File: src/rtl/kserial_adder.sv
// Digit-serial adder: sum = a + b + c_in, DIGIT bits per cycle, LSB digit first.
// Latency: result valid N edges after the accept edge (N = WIDTH/DIGIT), N+2 cycles per op.
// Backpressure: result held in DONE until out_ready; operands accepted only in IDLE.
//
// Ports:
//   clk, rst_n            clock, asynchronous active-low reset
//   in_valid/in_ready     operand handshake (a, b, c_in sampled on the accept edge)
//   out_valid/out_ready   result handshake (sum, c_out stable while out_valid)
//   busy                  high while an operation is in CALC or DONE
module kserial_adder #(
    parameter int WIDTH = 8,
    parameter int DIGIT = 1
) (
    input  logic             clk,
    input  logic             rst_n,
    input  logic             in_valid,
    output logic             in_ready,
    input  logic [WIDTH-1:0] a,
    input  logic [WIDTH-1:0] b,
    input  logic             c_in,
    output logic             out_valid,
    input  logic             out_ready,
    output logic [WIDTH-1:0] sum,
    output logic             c_out,
    output logic             busy
);

    localparam int N  = WIDTH / DIGIT;
    localparam int CW = (N > 1) ? $clog2(N) : 1;
    localparam logic [CW-1:0] LAST = CW'(N - 1);

    generate
        if (WIDTH < 1 || DIGIT < 1 || DIGIT > WIDTH || (WIDTH % DIGIT) != 0) begin : g_bad_params
            $error("kserial_adder: need 1 <= DIGIT <= WIDTH and WIDTH %% DIGIT == 0");
        end
    endgenerate

    typedef enum logic [1:0] {
        IDLE = 2'd0,
        CALC = 2'd1,
        DONE = 2'd2
    } state_t;

    state_t          state;
    state_t          state_next;
    logic [WIDTH-1:0] a_sh;
    logic [WIDTH-1:0] b_sh;
    logic             carry;
    logic [CW-1:0]    cnt;
    logic [DIGIT:0]   dsum;
    logic             accept;

    // One digit of the ripple: low DIGIT bits of both shift registers plus the carry.
    always_comb begin
        dsum = {1'b0, a_sh[DIGIT-1:0]} + {1'b0, b_sh[DIGIT-1:0]} + {{DIGIT{1'b0}}, carry};
    end

    always_ff @(posedge clk or negedge rst_n) begin
        if (!rst_n) begin
            state <= IDLE;
        end else begin
            state <= state_next;
        end
    end

    always_comb begin
        state_next = state;
        in_ready   = 1'b0;
        out_valid  = 1'b0;
        busy       = 1'b0;
        accept     = 1'b0;
        case (state)
            IDLE: begin
                in_ready = 1'b1;
                accept   = in_valid;
                if (in_valid) begin
                    state_next = CALC;
                end
            end
            CALC: begin
                busy = 1'b1;
                if (cnt == LAST) begin
                    state_next = DONE;
                end
            end
            DONE: begin
                busy      = 1'b1;
                out_valid = 1'b1;
                // Return to IDLE only; a new accept needs a separate IDLE cycle.
                if (out_ready) begin
                    state_next = IDLE;
                end
            end
            default: begin
                state_next = IDLE;
            end
        endcase
    end

    always_ff @(posedge clk or negedge rst_n) begin
        if (!rst_n) begin
            a_sh  <= '0;
            b_sh  <= '0;
            carry <= 1'b0;
            cnt   <= '0;
            sum   <= '0;
            c_out <= 1'b0;
        end else if (accept) begin
            a_sh  <= a;
            b_sh  <= b;
            carry <= c_in;
            cnt   <= '0;
        end else if (state == CALC) begin
            // Operands shift right so the current digit is always at bit 0.
            a_sh                         <= a_sh >> DIGIT;
            b_sh                         <= b_sh >> DIGIT;
            sum[int'(cnt)*DIGIT +: DIGIT] <= dsum[DIGIT-1:0];
            carry                        <= dsum[DIGIT];
            cnt                          <= cnt + CW'(1);
            if (cnt == LAST) begin
                c_out <= dsum[DIGIT];
            end
        end
    end

endmodule

File: config.mk
export PLATFORM = sky130hd
export DESIGN_NAME = kserial_adder
export DESIGN_NICKNAME = d
export VERILOG_FILES = /design/src/rtl/kserial_adder.sv
export SDC_FILE = /design/constraint.sdc
export NUM_CORES = 1
export LEC_CHECK = 0
export CAP_MARGIN = 20
export CORE_MARGIN = 4
export CORE_UTILIZATION = 50
export DETAILED_ROUTE_END_ITERATION = 8
export PLACE_DENSITY = 0.87
export SLEW_MARGIN = 20
export SYNTH_ARGS = -nofsm -noshare
export SYNTH_HDL_FRONTEND = slang
export SYNTH_SLANG_ARGS = --single-unit
File: constraint.sdc
create_clock -name clk -period 4.7 [get_ports clk]
set_clock_uncertainty 0.1 [all_clocks]
set_input_delay 1.41 -clock clk [delete_from_list [all_inputs] [get_ports clk]]
set_output_delay 1.41 -clock clk [all_outputs]
set_load 0.1 [all_outputs]
## After elaboration in Yosys (flattened, before gate mapping)

Cells that the tools add are included.

| cells by class | value |
|---|---|
| shifts and indexed selects | 2 |
| reductions and logical operators | 6 |
| bitwise gates (word level) | 1 |
| equality and inequality tests | 6 |
| $add $sub $neg | 4 |
| muxes and demuxes | 17 |

Operators with widths:

| kind | number |
|---|---|
| $neg 3->33 | 1 |
| $shift 1x33->8 const A | 1 |
| $shiftx 1x33->8 | 1 |
| $mux 8 | 4 |
| $bwmux 8 | 1 |
| $mux 1 | 6 |
| $mux 2 | 3 |
| $mux 3 | 2 |
| $pmux 2 s3 | 1 |
| $reduce_and 3->1 | 2 |
| $ne 2x2->1 const B | 2 |
| $add 3x1->3 const B | 1 |
| $eq 3x3->1 const B | 1 |
| $add 1x1->2 | 1 |
| $add 2x1->2 | 1 |
| $eq 2x1->1 const B | 1 |
| $eq 2x2->1 const B | 1 |
| $logic_not 2->1 | 1 |
| $ne 2x1->1 const B | 1 |
| $reduce_and 2->1 | 1 |
| $reduce_bool 2->1 | 1 |
| $reduce_or 2->1 | 1 |
| $not 1->1 | 1 |

| word-level totals | value |
|---|---|
| bits of input ports | 21 |
| bits in registers | 31 |
| output and inout bits | 12 |

## Logic depth before layout (Yosys ltp)

Gate-level depths: netlist of run 1.

| depth | value |
|---|---|
| word-level depth | 4 |
| depth in mapped cells | 7 |
| depth with buffers taken out | 6 |

## Worst setup path after synthesis of run 1

OpenSTA, ideal clock, no wires.

| timing | value |
|---|---|
| kind | register to output |
| from | register state[0] |
| to | output in_ready |
| stages on the path, launching flop included | 3 |
| setup slack | 1.908 ns |
| required time | 3.190 ns |
| arrival time | 1.282 ns |
| path through | dfrtp_1 -> inv_1 -> ha_1 |

| between the ends | value |
|---|---|
| cells in the longest elaborated chain, start to end | 2 |

RTL lines:

| what | line | text |
|---|---|---|
| from (decl) | 44 | `state_t state;` |
| from (signal assigned) | 62 | `state <= state_next;` |
| $logic_not 2->1 | 72 | `case (state)` |
| $mux 1 | 72 |  |
| to (decl) | 17 | `output logic in_ready,` |

Every way passes these cells.

## Worst setup path in the final report of run 1

| timing | value |
|---|---|
| from | register state[1] |
| to | output in_ready |

The elaborated chain is that of the path after synthesis.

==> impl_metrics.env, run 1 <==
export IMPL_outcome="completed"
export IMPL_holdBufCountCts=0
export IMPL_cts_made_buffers=5
export IMPL_worst_slew_pin_slew_ns=0.9849
export IMPL_worstPathArrival_ns=2.25
export IMPL_cts_tree="done"
export IMPL_synth_cell_types=26
export IMPL_grt_max_degree=38
export IMPL_cp_top_family="buffers and inverters"
export IMPL_via_per_inst=5.030
export IMPL_maxCapViolCount=0
export IMPL_placed_area_um2=1946
export IMPL_worstPathRequired_ns=3.19
export IMPL_overflow=0
export IMPL_grt_total_usage=0.1510
export IMPL_synth_nets=184
export IMPL_grt_setup_unrepaired="false"
export IMPL_crit_buf_inv=2
export IMPL_tns_ns=0
export IMPL_grt_pass1_vias=1129
export IMPL_drt_total_wl_mm=2.910
export IMPL_die_width_um=64.53
export IMPL_drc=0
export IMPL_max_stage_delay_ns=1.15
export IMPL_die_height_um=64.53
export IMPL_htreeDepth=2
export IMPL_hold_class="flip-flop to flip-flop"
export IMPL_finalCritPeriodShare=0.7994
export IMPL_initial_core_util=0.5234
export IMPL_crit_type="flip-flop to output port"
export IMPL_cts_resized=0
export IMPL_seq_area_um2=775.7
export IMPL_nNetsFinal=217
export IMPL_firstDrtPassIters=4
export IMPL_cts_sinks=31
export IMPL_place_hpwl_mm=2.174
export IMPL_multi_input_area_um2=730.7
export IMPL_drtAntennaViolNets=0
export IMPL_dieArea_um2=4164
export IMPL_start_kind="flip-flop"
export IMPL_wl_per_cell_um=12.60
export IMPL_drive_gt1_frac=0.07487
export IMPL_rows=20
export IMPL_synth_cells=153
export IMPL_endpoint_kind="output port"
export IMPL_avgSynthCellArea_um2=10.44
export IMPL_path_clk_slew_ns=0.10
export IMPL_fin_area_um2=2022
export IMPL_coreArea_um2=3053
export IMPL_clockBufferDepth=2
export IMPL_diodes=0
export IMPL_hold_viol_final=0
export IMPL_grt_pass1_wl_mm=4.878
export IMPL_relSlewSlack=0.3413
export IMPL_fin_crit_ns=3.757
export IMPL_crit_chain="inv_1 > ha_1 > clkdlybuf4s50_1"
export IMPL_drt_iter0_drc=57
export IMPL_ys_seq_area_frac=0.4855
export IMPL_finalSetupViolCount=0
export IMPL_cts_root_buf="clkbuf_4"
export IMPL_gp_congestion=0.8202
export IMPL_via_count=1162
export IMPL_synth_seq_cells=31
export IMPL_synthesis_area_um2=1598
export IMPL_boundaryPins=33
export IMPL_cpMaxStageDelayCell="clkdlybuf4s50_1"
export IMPL_antenna_found_initial=0
export IMPL_cts_setup_buffers=0
export IMPL_io_buffers=32
export IMPL_insertion_delay_ns=0.33
export IMPL_hold_ws_ns=0.3964
export IMPL_path_max_fanout=4
export IMPL_fmax_mhz=266.1
export IMPL_slew_violations=0
export IMPL_fill_cells=260
export IMPL_yosys_warnings=0
export IMPL_area_growth_pct=26.55
-- stage by stage --
step,setup slack [ns],util,instances
floorplan,1.908,-,153
global placement,1.379,0.6373,223
global route,0.8277,0.6623,231
CTS,0.9146,0.6611,231
finish,0.9426,0.6623,231
detailed placement,1.295,0.6373,223
-- worst paths after layout --
| check | startpoint | endpoint | slack (ns) | cells past startpoint |
|---|---|---|---|---|
| max | state[1] | in_ready | 0.94 | 3 |
| min | sum[6] | sum[6] | 0.40 | 1 |
| max reg2reg | cnt[0] | sum[6] | 2.40 | 6 |
| min reg2reg | sum[6] | sum[6] | 0.40 | 1 |
| max in group asynchronous | rst_n | b_sh[5] | 2.84 | 2 |
| min in group asynchronous | rst_n | sum[5] | 1.37 | 2 |
-- sequential cells by signal, summed over array words and instances (netlist names) --
| register | flops |
|---|---|
| cnt | 3 |
| a_sh | 8 |
| c_out | 1 |
| b_sh | 8 |
| sum | 8 |
| state | 2 |
| carry | 1 |
-- routing by layer --
layer	global-route usage	share of wire
met1	0.1749	0.43
met3	0.04159	0.067
met5	0	0
met2	0.2616	0.49
met4	0.06332	0.011
-- worst register-to-register path: cells and delay by family (launching register included) --
| kind | cells | cell delay, ns |
|---|---|---|
| adders and majority gates | 2 | 0.61 |
| buffers and inverters | 1 | 0.11 |
| DFF | 1 | 0.57 |
| muxes | 1 | 0.36 |
| and+or+nand+nor | 2 | 0.44 |
-- synthesized netlist by cell type, drive strengths merged --
cell type | instances | share of area
nor3b | 1 | 0.0078
xnor2 | 1 | 0.0055
a222oi | 1 | 0.0063
nor4 | 3 | 0.016
ha | 9 | 0.070
nor2b | 1 | 0.0039
nand2 | 20 | 0.047
nand3b | 2 | 0.0094
buf | 7 | 0.022
o31ai | 2 | 0.0094
nand4 | 2 | 0.0078
mux2 | 4 | 0.028
o21ai | 20 | 0.063
nor2 | 4 | 0.0094
dfrtp | 31 | 0.49
nand3 | 1 | 0.0031
nand2b | 3 | 0.012
inv | 16 | 0.038
nor3 | 1 | 0.0031
and2 | 1 | 0.0039
mux2i | 21 | 0.13
fa | 1 | 0.013
nand4b | 1 | 0.0055
-- logic make-up after synthesis --
family | Yosys count | share of synthesized area
and+or+nand+nor | 40 | 0.1284
DFF | 31 | 0.4855
muxes | 25 | 0.1597
AOI/OAI and AO/OA | 23 | 0.07830
buffers and inverters | 23 | 0.05951
adders and majority gates | 10 | 0.08301
xor gates and xnor gates | 1 | 0.005483
-- cell usage in the layout, fill, tap and decap left out --
| master | netlist | layout |
|---|---|---|
| nor3_1 | 1 | 1 |
| inv_1 | 15 | 15 |
| nor4_2 | 1 | 1 |
| o21ai_1 | 17 | 17 |
| nand4b_1 | 1 | 1 |
| ha_2 | 0 | 1 |
| nor2_1 | 4 | 4 |
| o31ai_1 | 2 | 2 |
| nand2_1 | 20 | 20 |
| and2_2 | 0 | 1 |
| mux2_1 | 4 | 4 |
| a222oi_1 | 1 | 1 |
| nor3b_2 | 1 | 1 |
| nor4_1 | 2 | 2 |
| buf_4 | 0 | 1 |
| nand4_1 | 2 | 2 |
| nand3_1 | 1 | 1 |
| nand2b_1 | 3 | 3 |
| o21ai_0 | 3 | 3 |
| nor2b_1 | 1 | 1 |
| nand3b_1 | 2 | 2 |
| inv_2 | 1 | 1 |
| clkbuf_4 | 0 | 5 |
| clkdlybuf4s50_1 | 0 | 32 |
| fa_1 | 1 | 1 |
| ha_1 | 9 | 8 |
| xnor2_1 | 1 | 1 |
| clkbuf_8 | 0 | 2 |
| mux2i_1 | 21 | 21 |
| dfrtp_1 | 31 | 31 |
| clkinvlp_4 | 0 | 1 |
-- cell type report --
| cell class | instances | share of cell area |
|---|---|---|
| Clock buffer | 7 | 0.03218 |
| Tap cell | 44 | 0.02723 |
| Sequential cell | 31 | 0.3837 |
| Inverter | 16 | 0.02970 |
| Multi-Input combinational cell | 99 | 0.3614 |
| Clock inverter | 1 | 0.003713 |
| Timing Repair Buffer | 33 | 0.1621 |
Power of run 1 is not shown: default switching activity piles up to over one toggle a cycle in this logic, so the estimate is an artifact.
==> inputs of run 2 (changes only) <==
clock period = 3.8 ns   (was 4.7 ns; I/O delays follow)
==> run 2 against run 1 <==
- clock-buffer cell count unchanged
- final cell count up 0.87%
- sequential share of layout area up 0.36 points
- routed wire length down 0.55%
==> impl_metrics.env, run 2 (synthesized netlist as in run 1, its figures left out) <==
export IMPL_fin_crit_ns=2.645
export IMPL_grt_max_degree=38
export IMPL_nNetsFinal=219
export IMPL_grt_pass1_vias=1140
export IMPL_drt_iter0_drc=52
export IMPL_pre_cts_slack_ns=1.097
export IMPL_diodes=0
export IMPL_cts_setup_buffers=0
export IMPL_crit_type="flip-flop to output port"
export IMPL_firstDrtPassIters=5
export IMPL_dieArea_um2=4164
export IMPL_endpoint_kind="output port"
export IMPL_crit_chain="inv_1 > ha_1 > buf_4"
export IMPL_gp_congestion=0.8060
export IMPL_worstPathRequired_ns=2.56
export IMPL_clockBufferDepth=2
export IMPL_final_cell_mix="dfrtp_1, mux2i_1, nand2_1, clkdlybuf4s50_1, o21ai_1"
export IMPL_cts_tree="done"
export IMPL_antenna_found_initial=0
export IMPL_io_buffers=32
export IMPL_fin_ws_ns=1.155
export IMPL_finalCritPeriodShare=0.6960
export IMPL_drive_gt1_frac=0.1376
export IMPL_cpMaxStageDelayCell="dfrtp_1"
export IMPL_cts_root_buf="clkbuf_4"
export IMPL_max_stage_delay_ns=0.41
export IMPL_start_kind="flip-flop"
export IMPL_drt_total_wl_mm=2.894
export IMPL_grt_setup_unrepaired="false"
export IMPL_crit_buf_inv=2
export IMPL_path_max_fanout=4
export IMPL_place_hpwl_mm=2.135
export IMPL_initial_core_util=0.5234
export IMPL_tns_ns=0
export IMPL_finalSetupViolCount=0
export IMPL_boundaryPins=33
export IMPL_slew_violations=0
export IMPL_cts_made_buffers=5
export IMPL_cts_sinks=31
export IMPL_hold_viol_final=0
export IMPL_insertion_delay_ns=0.34
export IMPL_worst_slew_pin_slew_ns=0.4422
export IMPL_coreArea_um2=3053
export IMPL_via_per_inst=5.039
export IMPL_cts_resized=0
export IMPL_maxCapViolCount=0
export IMPL_rows=20
export IMPL_die_height_um=64.53
export IMPL_die_width_um=64.53
export IMPL_via_count=1174
export IMPL_reg_top3="a_sh x8, b_sh x8, sum x8"
export IMPL_overflow=0
export IMPL_grt_pass1_wl_mm=4.836
export IMPL_htreeDepth=2
export IMPL_drc=0
export IMPL_hold_class="flip-flop to flip-flop"
export IMPL_hold_ws_ns=0.4259
export IMPL_wl_per_cell_um=12.42
export IMPL_worstPathArrival_ns=1.40
export IMPL_fmax_mhz=378.1
export IMPL_grt_total_usage=0.1475
export IMPL_relSlewSlack=0.7052
export IMPL_drtAntennaViolNets=0
export IMPL_path_clk_slew_ns=0.11
export IMPL_cp_top_family="buffers and inverters"
export IMPL_outcome="completed"
export IMPL_area_growth_pct=25.37
export IMPL_final_common_cell="dfrtp_1"
export IMPL_holdBufCountCts=0
run 2: changes by cell type in the layout (fill, tap and decap cells not counted), sizes merged:
cell / previous run / this run
clkdlybuf4s50: 32 / 20
buf: 1 / 15
run 2: cell type report:
cell class                 count  area, µm²
multi-input combinational     99      726.9
clock buffer                   7      65.06
sequential                    31      775.7
inverter                      16      60.06
fill                         257       1050
tap                           44      55.05
clock inverter                 1      7.507
timing repair buffer          35      312.8
run 2: path summary, 6_finish.rpt:
check | start | endpoint | slack (ns) | depth (start not counted)
worst max register to register | cnt[0] | sum[6] | 1.53 | 6
min in group asynchronous | rst_n | sum[4] | 1.09 | 2
worst min-delay path | sum[7] | sum[7] | 0.43 | 2
worst max-delay path | state[1] | in_ready | 1.16 | 3
max in group asynchronous | rst_n | cnt[1] | 2.22 | 2
worst min register to register | sum[7] | sum[7] | 0.43 | 2
run 2: metrics by stage:
step | area [µm²] | cells | utilization
after floorplan | 1598 | 153 | -
after global placement | 1931 | 225 | 0.6324
after detailed placement | 1931 | 225 | 0.6324
after CTS | 2003 | 233 | 0.6561
after global routing | 2003 | 233 | 0.6561
final | 2003 | 233 | 0.6561
run 2: per-layer routing:
layer | wire length, µm | GRT usage | vias up | part of all wire
met3 | 166 | 0.03640 | 3 | 0.057
li1 | - | - | 585 | -
met5 | 0 | 0 | - | 0
met4 | 19 | 0.04749 | 0 | 0.0066
met2 | 1459 | 0.2758 | 30 | 0.50
met1 | 1249 | 0.1620 | 556 | 0.43
run 2: tightest hold or removal path, cell delays in order (launching register included):
cell and delay [ns]:
dfrtp_1 0.38, inv_1 0.05, mux2i_1 0.05
Power of run 2 is left out for the same reason.
==> inputs of run 3 (changes only) <==
clock period = 2.7 ns   (was 3.8 ns; I/O delays follow)
==> run 3 against run 2 <==
- non-clock buffer count is the same
- setup slack lost 0.79 ns
- register-to-register slack worse by 1.2 ns
- die area unchanged
- via count grew 0.77%
- global-route usage is 1.2 points higher
- clock-buffer cell count is 1 higher
- sequential cell count stayed put
- worst hold slack worse by 0.018 ns
- cell area grew 1.7%
- first-iteration DRC count is 50% higher
- critical path type is now flip-flop to flip-flop
- highest routed layer unchanged
==> impl_metrics.env, run 3 (synthesized netlist as in run 1, its figures left out) <==
export IMPL_outcome="completed"
export IMPL_pre_cts_slack_ns=0.2739
export IMPL_fin_crit_ns=2.338
export IMPL_gp_congestion=0.7946
export IMPL_cts_setup_buffers=0
export IMPL_rr_worst_depth=6
export IMPL_path_common_cell="ha_1"
export IMPL_wl_per_cell_um=12.77
export IMPL_cp_top_family="adder cells"
export IMPL_grt_max_degree=38
export IMPL_grt_pass1_wl_mm=5.285
export IMPL_overflow=0
export IMPL_rows=20
export IMPL_hold_viol_final=0
export IMPL_coreArea_um2=3053
export IMPL_slew_violations=0
export IMPL_r2r_setup_slack_ns=0.36
export IMPL_cts_made_buffers=5
export IMPL_maxCapViolCount=0
export IMPL_initial_core_util=0.5234
export IMPL_die_width_um=64.53
export IMPL_endpoint_kind="flip-flop"
export IMPL_cpMaxStageDelayCell="dfrtp_1"
export IMPL_hold_class="flip-flop to flip-flop"
export IMPL_dp_cells=225
export IMPL_drc=0
export IMPL_htreeDepth=2
export IMPL_path_clk_slew_ns=0.09
export IMPL_finalCritPeriodShare=0.8659
export IMPL_cts_resized=0
export IMPL_worstPathRequired_ns=2.80
export IMPL_cts_tree="done"
export IMPL_die_height_um=64.53
export IMPL_drt_iter0_drc=78
export IMPL_crit_type="flip-flop to flip-flop"
export IMPL_firstDrtPassIters=5
export IMPL_area_growth_pct=27.49
export IMPL_final_cell_mix="dfrtp_1, mux2i_1, nand2_1, clkdlybuf4s50_1, o21ai_1"
export IMPL_drive_gt1_frac=0.1323
export IMPL_clockBufferDepth=2
export IMPL_worst_slew_pin_slew_ns=0.4916
export IMPL_crit_chain="inv_1 > ha_1 > ha_1 > nand3b_1 > nor4_1 > mux2_1"
export IMPL_fmax_mhz=427.7
export IMPL_finalSetupViolCount=0
export IMPL_placed_area_um2=1968
export IMPL_holdCritStartpoint="sum[2]"
export IMPL_drtAntennaViolNets=0
export IMPL_final_common_cell="dfrtp_1"
export IMPL_place_hpwl_mm=2.239
export IMPL_dieArea_um2=4164
export IMPL_fin_ws_ns=0.3620
export IMPL_worstReg2RegEnd="sum[6]"
export IMPL_cts_root_buf="clkbuf_4"
export IMPL_crit_buf_inv=1
export IMPL_insertion_delay_ns=0.32
export IMPL_antenna_found_initial=0
export IMPL_holdPathStages=1
export IMPL_cts_sinks=31
export IMPL_via_per_inst=5.077
export IMPL_nNetsFinal=219
export IMPL_drt_total_wl_mm=2.976
export IMPL_grt_total_usage=0.1599
export IMPL_relSlewSlack=0.6723
export IMPL_max_stage_delay_ns=0.55
export IMPL_timing_rr_start="cnt[0]"
export IMPL_hold_path_end="sum[2]"
export IMPL_grt_pass1_vias=1258
export IMPL_diodes=0
export IMPL_path_max_fanout=10
export IMPL_fin_area_um2=2037
export IMPL_stdcell_count=233
export IMPL_grt_setup_unrepaired="false"
export IMPL_holdBufCountCts=0
export IMPL_start_kind="flip-flop"
export IMPL_worstPathArrival_ns=2.44
export IMPL_io_buffers=32
export IMPL_via_count=1183
export IMPL_tns_ns=0
export IMPL_reg_top3="a_sh x8, b_sh x8, sum x8"
export IMPL_boundaryPins=33
-- run 3: per-layer routing --
| metal | track usage | vias to the layer above | wire length (µm) |
|---|---|---|---|
| met5 | 0 | - | 0 |
| met4 | 0.05013 | 0 | 2 |
| li1 | - | 582 | - |
| met2 | 0.2796 | 36 | 1523 |
| met1 | 0.1816 | 563 | 1260 |
| met3 | 0.05719 | 2 | 189 |
-- run 3: area by class of cell --
cell class,instances,area [µm²]
inverters,16,60.06
flip-flops and latches,31,775.7
fillers,250,1016
well taps,44,55.05
multi-input cells,99,726.9
repair buffers,35,350.3
clock buffers,8,68.82
-- run 3: stage by stage --
step | util | hold WS, ns
global route | 0.6672 | 0.4562
finish | 0.6672 | 0.4077
global placement | 0.6447 | 0.3756
floorplan | - | 0.3849
detailed placement | 0.6447 | 0.3877
CTS | 0.6672 | 0.4090
-- run 3: worst max-delay path by stage --
stage	from	end	slack, ns	cells after the start
floorplan	state[0]	in_ready	0.51	2
global placement	in_valid	state[0]	0.41	4
detailed placement	in_valid	state[0]	0.27	4
CTS	cnt[0]	sum[6]	0.41	6
global route	cnt[0]	sum[6]	0.25	6
finish	cnt[0]	sum[6]	0.36	6
-- run 3: worst reg2reg max path: stages, from the launching register on --
cell and delay, ns:
dfrtp_1 0.55, inv_1 0.11, ha_1 0.24, ha_1 0.39, nand3b_1 0.19, nor4_1 0.26
mux2_1 0.37
Power of run 3 is left out for the same reason.
